**src/rtl/serial_subtractor.sv**
```systemverilog
// serial_subtractor
//   Bit-serial subtractor: diff = a - b - bin (mod 2^WIDTH), processed LSB
//   first, one bit per clock, with a single full-subtractor cell and a
//   borrow flop. Handshake: start (accepted when not busy), busy while bits
//   are processed, one-cycle done pulse when the result is valid.
//
// Ports
//   clk    in   rising-edge clock
//   rst    in   asynchronous active-high reset
//   start  in   operation request, sampled only while busy=0
//   a      in   minuend    (WIDTH), latched on the accepting edge
//   b      in   subtrahend (WIDTH), latched on the accepting edge
//   bin    in   borrow-in, latched on the accepting edge
//   busy   out  high while bits are being processed
//   done   out  one-cycle pulse, result valid
//   diff   out  result (WIDTH), held until the next completion
//   borrow out  final borrow-out (1 when a < b + bin)
//   zero   out  high when diff == 0
module serial_subtractor #(
  parameter int WIDTH = 8
) (
  input  logic             clk,
  input  logic             rst,
  input  logic             start,
  input  logic [WIDTH-1:0] a,
  input  logic [WIDTH-1:0] b,
  input  logic             bin,
  output logic             busy,
  output logic             done,
  output logic [WIDTH-1:0] diff,
  output logic             borrow,
  output logic             zero
);

  localparam int CW = $clog2(WIDTH) + 1;

  typedef enum logic [1:0] {
    IDLE = 2'd0,
    RUN  = 2'd1,
    DONE = 2'd2
  } state_t;

  state_t           state_reg, state_next;
  logic [WIDTH-1:0] a_reg, b_reg, work_reg;
  logic [WIDTH-1:0] work_shift;
  logic             br_reg;
  logic [CW-1:0]    cnt_reg;
  logic             d_bit, br_bit, last_bit, accept;

  // Full-subtractor cell on the current LSBs of the operand shift registers.
  assign d_bit    = a_reg[0] ^ b_reg[0] ^ br_reg;
  assign br_bit   = (~a_reg[0] & b_reg[0]) | (~(a_reg[0] ^ b_reg[0]) & br_reg);
  assign last_bit = (cnt_reg == CW'(WIDTH - 1));

  // New result bit enters at the MSB so that after WIDTH shifts bit 0 sits
  // at position 0. A one-bit result has nothing to shift.
  generate
    if (WIDTH == 1) begin : g_w1
      assign work_shift = d_bit;
    end else begin : g_wn
      assign work_shift = {d_bit, work_reg[WIDTH-1:1]};
    end
  endgenerate

  always_comb begin
    state_next = state_reg;
    busy       = 1'b0;
    done       = 1'b0;
    accept     = 1'b0;
    case (state_reg)
      IDLE: begin
        if (start) begin
          accept     = 1'b1;
          state_next = RUN;
        end
      end
      RUN: begin
        busy = 1'b1;
        if (last_bit) state_next = DONE;
      end
      DONE: begin
        done = 1'b1;
        // A request here starts the next operation without an IDLE cycle.
        if (start) begin
          accept     = 1'b1;
          state_next = RUN;
        end else begin
          state_next = IDLE;
        end
      end
      default: state_next = IDLE;
    endcase
  end

  always_ff @(posedge clk or posedge rst) begin
    if (rst) begin
      state_reg <= IDLE;
      a_reg     <= '0;
      b_reg     <= '0;
      work_reg  <= '0;
      br_reg    <= 1'b0;
      cnt_reg   <= '0;
      diff      <= '0;
      borrow    <= 1'b0;
      zero      <= 1'b0;
    end else begin
      state_reg <= state_next;
      if (accept) begin
        a_reg   <= a;
        b_reg   <= b;
        br_reg  <= bin;
        cnt_reg <= '0;
      end else if (state_reg == RUN) begin
        a_reg    <= a_reg >> 1;
        b_reg    <= b_reg >> 1;
        br_reg   <= br_bit;
        cnt_reg  <= cnt_reg + CW'(1);
        work_reg <= work_shift;
        // Published outputs only change on the final bit; they hold otherwise.
        if (last_bit) begin
          diff   <= work_shift;
          borrow <= br_bit;
          zero   <= (work_shift == '0);
        end
      end
    end
  end

endmodule
```
**config.mk**
```make
export PLATFORM = sky130hd
export DESIGN_NAME = serial_subtractor
export DESIGN_NICKNAME = d
export VERILOG_FILES = /design/src/rtl/serial_subtractor.sv
export SDC_FILE = /design/constraint.sdc
export NUM_CORES = 1
export LEC_CHECK = 0
export CAP_MARGIN = 20
export CORE_UTILIZATION = 30
export DETAILED_ROUTE_END_ITERATION = 6
export PLACE_DENSITY = 0.53
export SETUP_SLACK_MARGIN = 0.1
export SKIP_LAST_GASP = 1
export SLEW_MARGIN = 25
export SYNTH_ARGS = -nofsm -noshare
export SYNTH_HDL_FRONTEND = slang
export SYNTH_SLANG_ARGS = --single-unit
```
**constraint.sdc**
```tcl
create_clock -name clk -period 1.8 [get_ports clk]
set_clock_uncertainty 0.1 [all_clocks]
set_input_delay 0.45 -clock clk [delete_from_list [all_inputs] [get_ports clk]]
set_output_delay 0.45 -clock clk [all_outputs]
set_load 0.02 [all_outputs]
```
Word-level counts from Yosys, hierarchy flattened

Cells that the tools add are included.

Flip-flop bits (word level): 41
Bits of input ports: 20
Output and inout bits: 12
Logic and storage cells: 46

$add $sub $neg: 1
Eq/ne operators: 5
Mux-type cells: 16
Bitwise operators: 8
Reductions and logical operators: 7

Operators with widths:

| operator                                                         | count |
|---|---|
| 8-bit 2-to-1 mux                                                 | 4 |
| 8-bit zero test                                                  | 1 |
| 4-bit 2-to-1 mux                                                 | 2 |
| 1-bit 2-to-1 mux                                                 | 7 |
| 2-bit case mux with 3 select lines                               | 1 |
| 4-bit by 1-bit adder with 4-bit output (second input constant)   | 1 |
| 4-bit by 3-bit == test with 1-bit output (second input constant) | 1 |
| 2-bit 2-to-1 mux                                                 | 2 |
| 2-bit != test (second input constant)                            | 2 |
| 2-bit AND reduction                                              | 2 |
| 1-bit NOT                                                        | 3 |
| 3-bit AND reduction                                              | 1 |
| 1-bit AND                                                        | 2 |
| 2-bit by 1-bit == test with 1-bit output (second input constant) | 1 |
| 2-bit == test (second input constant)                            | 1 |
| 2-bit zero test                                                  | 1 |
| 2-bit nonzero test                                               | 1 |
| 2-bit OR reduction                                               | 1 |
| 1-bit bitwise XOR                                                | 2 |
| 1-bit OR                                                         | 1 |

Longest topological paths before layout

Depth in word-level cells: 6
Gate-level depth with buffers: 6
Mapped depth without buffers: 5

Worst setup path after synthesis

No wires, ideal clock.

Path type: reg2reg
From: register state_reg[1]
To: register diff[0]
Library setup time: 0.125 ns
Arrival time: 1.286 ns
Required time: 1.575 ns
Setup slack: 0.289 ns
Stages on the path, launching flop included: 6
Buffers on the path: 2
Period minus slack after synthesis: 1.511 ns
Path through: dfrtp_1 > nand2b_1 > buf_6 > nor3_4 > buf_8 > mux2_4

Word-level cells in the longest chain between the ends: 5
Elaborated cells between the ends (all ways): 7
Classes of those cells: eq/ne: 2; mux: 1; bitwise: 1; reduce/logical: 3

RTL lines:

| element                                                 | line | RTL |
|---|---|---|
| from (decl)                                             | 43   | `state_t state_reg, state_next;` |
| from (signal assigned)                                  | 107  | `state_reg <= state_next;` |
| 2-bit == test / 2-bit zero test (equally long branches) | 70   | `case (state_reg)` |
| 2-bit OR reduction (no source line)                     | n/a  |  |
| 1-bit 2-to-1 mux                                        | n/a  |  |
| 1-bit NOT (no source line)                              | n/a  |  |
| 3-bit AND reduction (no source line) (*)                | n/a  |  |
| to (signal assigned)                                    | 121  | `diff <= work_shift;` |
| to (decl)                                               | 30   | `output logic [WIDTH-1:0] diff,` |

Mark *: on every way between the ends. The rest lies on a longest branch, timed or not.
A chain may end at the register's enable or synchronous reset.

Worst setup path after layout

From: register cnt_reg[0]
To: register diff[1]

Word-level cells in the longest chain between the ends: 2

RTL lines:

| element                                  | line | RTL |
|---|---|---|
| from (decl)                              | 47   | `logic [CW-1:0] cnt_reg;` |
| from (signal assigned)                   | 117  | `cnt_reg <= cnt_reg + CW'(1);` |
| 4-bit by 3-bit == test with 1-bit output | 53   | `assign last_bit = (cnt_reg == CW'(WIDTH - 1));` |
| 3-bit AND reduction (no source line)     | n/a  |  |

Every way passes these cells.

==> results by group <==
Global routing
  – Antenna violations before repair: 0
  – Gr usage total: 12.6%
  – Vias in the first global route: 1152
  – GR Overflow Total: 0
  – Largest net degree at the start of global routing: 41
  – First-pass GRT wire length: 5610 µm

Worst setup path
  – Worst setup SP type: register
  – Critical R2R Launch: cnt_reg[0]
  – CP max FO: 10
  – Crit. Startpoint: cnt_reg[0]
  – R2R Setup Slk: 0.17 ns
  – Critical Path AT: 1.71 ns
  – RR Endpoint: diff[1]
  – CP endpoint kind: register
  – CP required: 1.88 ns
  – Worst reg-to-reg path cell count: 5
  – Critical path class: reg -> reg
  – Worst Setup EP: diff[1]

Synthesis
  – Syn Nets: 165
  – Synth unique cells: 29
  – Synth Warn #: 0
  – Post-synthesis simple-gate area fraction: 10.7%
  – Largest family of logic cells by synthesized area: multiplexers
  – Synth Area in Adders: 1.85%
  – Synth Area in XOR/XNOR: 0.498%
  – Synth Area in Compound Gates: 7.11%
  – Yosys reg bits: 40
  – Seq/Total Area, Yosys: 56.9%
  – Post-synthesis mux area share: 18.1%
  – Mapped Cells: 143
  – Mapped Area: 1760 µm²
  – Syn avg cell area: 12.3 µm²

Pwr
  – Int Pwr: 2.50 mW
  – Sw frac: 35.7%
  – Combinational share of power: 43.4%
  – Power after layout: 3.88 mW
  – Leak Pwr: 1.05 nW
  – Pwr dens: 1700 nW/µm²
  – Clock group share of total power: 15.9%
  – Sequential group share of total power: 40.7%
  – Peak supply drop: 0.656 mV
  – NetSw: 1.38 mW

Routing
  – Antenna Violating Nets Remaining: 0
  – Via/cell ratio: 4.61
  – Post-route DRC: 0
  – Iteration-0 DRC Markers: 50
  – Total wire length: 3370 µm
  – First-pass DRT Iterations: 4
  – WL/cell: 13.0 µm
  – DR vias: 1190

Placement
  – GP Congestion: 0.719
  – Port Buffers: 31
  – Area post-placement: 2180 µm²
  – HPWL after DPL: 2300 µm
  – Total placed cells including tap cells: 245

STA
  – Hold Violations, Final: 0
  – Slew HR: 73.3%
  – RSZ-0062 raised after global routing: false
  – Min Tclk post-route: 1.63 ns
  – Max Freq: 612 MHz
  – Endpoints failing setup: 0
  – Final setup TNS: 0 ns
  – Slew at the pin with the worst max-slew slack: 0.401 ns
  – Fin. max-slew vios: 0
  – Final worst-path cycle share: 90.7%

Floorplanning
  – Full die area: 6180 µm²
  – Initial Util: 31.6%
  – Core Rows: 27
  – Core Box Area: 5570 µm²
  – DIE WIDTH: 78.6 µm
  – Die H: 78.6 µm
  – I/O pin count: 32

Outcome
  – Status: finished clean

CTS
  – Post-CTS Hold Buffers: 0
  – Worst-path clk slew: 0.08 ns
  – CTS tree: yes
  – Num Clock Sinks: 40
  – Clock Latency Late Sink: 0.30 ns
  – CTS Buffer Depth: 2
  – Htree depth: 2
  – Inserted Clock Buffers: 5
  – Root Driver: clkbuf_8

Min path
  – HP Class: reg -> reg
  – Hold_sp: cnt_reg[2]

Run
  – Max Cap Viol: 0

Cells and area
  – Finished Core Util: 41.1%
  – NumNets Final: 207
  – # diodes: 0
  – Share of cells above drive strength 1: 23.1%
  – Final instance area: 2290 µm²
  – Non-Filler Instances: 258
  – Area grow syn2layout: 30.1%
-- kinds of logic after synthesis --
kind of cell | count (synthesis)
buffers and inverters | 15
adder cells (fa/ha/maj) | 2
AND/OR/NAND/NOR | 39
flip-flops | 40
XOR/XNOR | 1
AO/OA/AOI/OAI | 19
multiplexers | 27
-- cell usage in the layout, fill, tap and decap left out, types with 7 or more instances in the layout --
cell type,netlist,routed
nand3_1,7,7
clkdlybuf4s50_1,0,19
buf_4,2,11
mux2_4,7,7
o21ai_0,8,8
dlygate4sd2_1,0,10
a22oi_1,7,7
mux2_2,10,10
mux2i_1,10,10
nand2_1,21,21
dfrtp_1,40,40
-- power by group through the flow --
stage / sequential, mW / combinational [mW] / clock (mW)
2_1_floorplan: 1.66 / 1.13 / 0
3_3_place_gp: 1.59 / 1.69 / 0
3_5_place_dp: 1.61 / 1.74 / 0
4_1_cts: 1.59 / 1.66 / 0.638
5_1_grt: 1.64 / 1.86 / 0.694
6_report: 1.58 / 1.68 / 0.618
-- Yosys cell counts (all sizes together) --
library cell,instances,area (µm²)
nor2,2,7.51
nand2b,2,12.5
a221o,1,10.0
mux2,17,218
a21oi,1,5.00
nor3,2,21.3
buf,8,61.3
dfrtp,40,1000
and2b,1,7.51
clkbuf,1,3.75
ha,1,12.5
nand4,1,6.26
nor4,2,12.5
a22oi,7,52.6
mux2i,10,100
nand2,21,78.8
inv,6,22.5
fa,1,20.0
nand3,7,35.0
xnor2,1,8.76
o21ai,8,40.0
a22o,2,17.5
nor2b,1,6.26
-- layout make-up --
| cell class | count | area (µm²) |
|---|---|---|
| inverters | 6 | 22.5 |
| well taps | 72 | 90.1 |
| flip-flops and latches | 40 | 1000 |
| clock buffers | 6 | 82.6 |
| fillers | 544 | 3280 |
| repair buffers | 44 | 410 |
| multi-input cells | 88 | 674 |
| clock inverters | 2 | 10.0 |
-- worst min-delay path by stage --
stage / endpoint / slack (ns) / depth (start not counted)
6_report: cnt_reg[2] / 0.41 / 1
5_1_grt: state_reg[0] / 0.43 / 3
4_1_cts: cnt_reg[2] / 0.41 / 1
3_5_place_dp: a_reg[7] / 0.39 / 1
3_3_place_gp: a_reg[1] / 0.38 / 2
2_1_floorplan: a_reg[7] / 0.37 / 1
-- layer usage --
metal	global-route usage, %	vias up	part of all wire [%]
li1	-	576	-
met1	16.1	575	46
met2	18.6	33	46
met3	4.88	6	6.0
met4	5.56	0	1.8
met5	0	-	0
-- worst max-delay path, stage by stage, from the launching register on --
cell,delay (ns)
dfrtp_1,0.39
ha_2,0.20
nand2_1,0.10
nor3_4,0.23
buf_12,0.17
mux2_2,0.33
-- stage by stage --
| step | worst slack (ns) | hold WS, ns |
|---|---|---|
| detailed placement | -0.0166 | 0.388 |
| CTS | 0.00161 | 0.408 |
| finish | 0.167 | 0.406 |
| global placement | 0.0376 | 0.380 |
| global route | 0.0885 | 0.429 |
| floorplan | 0.289 | 0.366 |
-- timing repair --
item,CTS,global route
cloned,0,0
setup buffers,0,5
gates resized for setup,14,4
pin swaps,0,1
endpoints found under the setup margin,12,3
No activity file was read; power rests on OpenSTA's default activity.
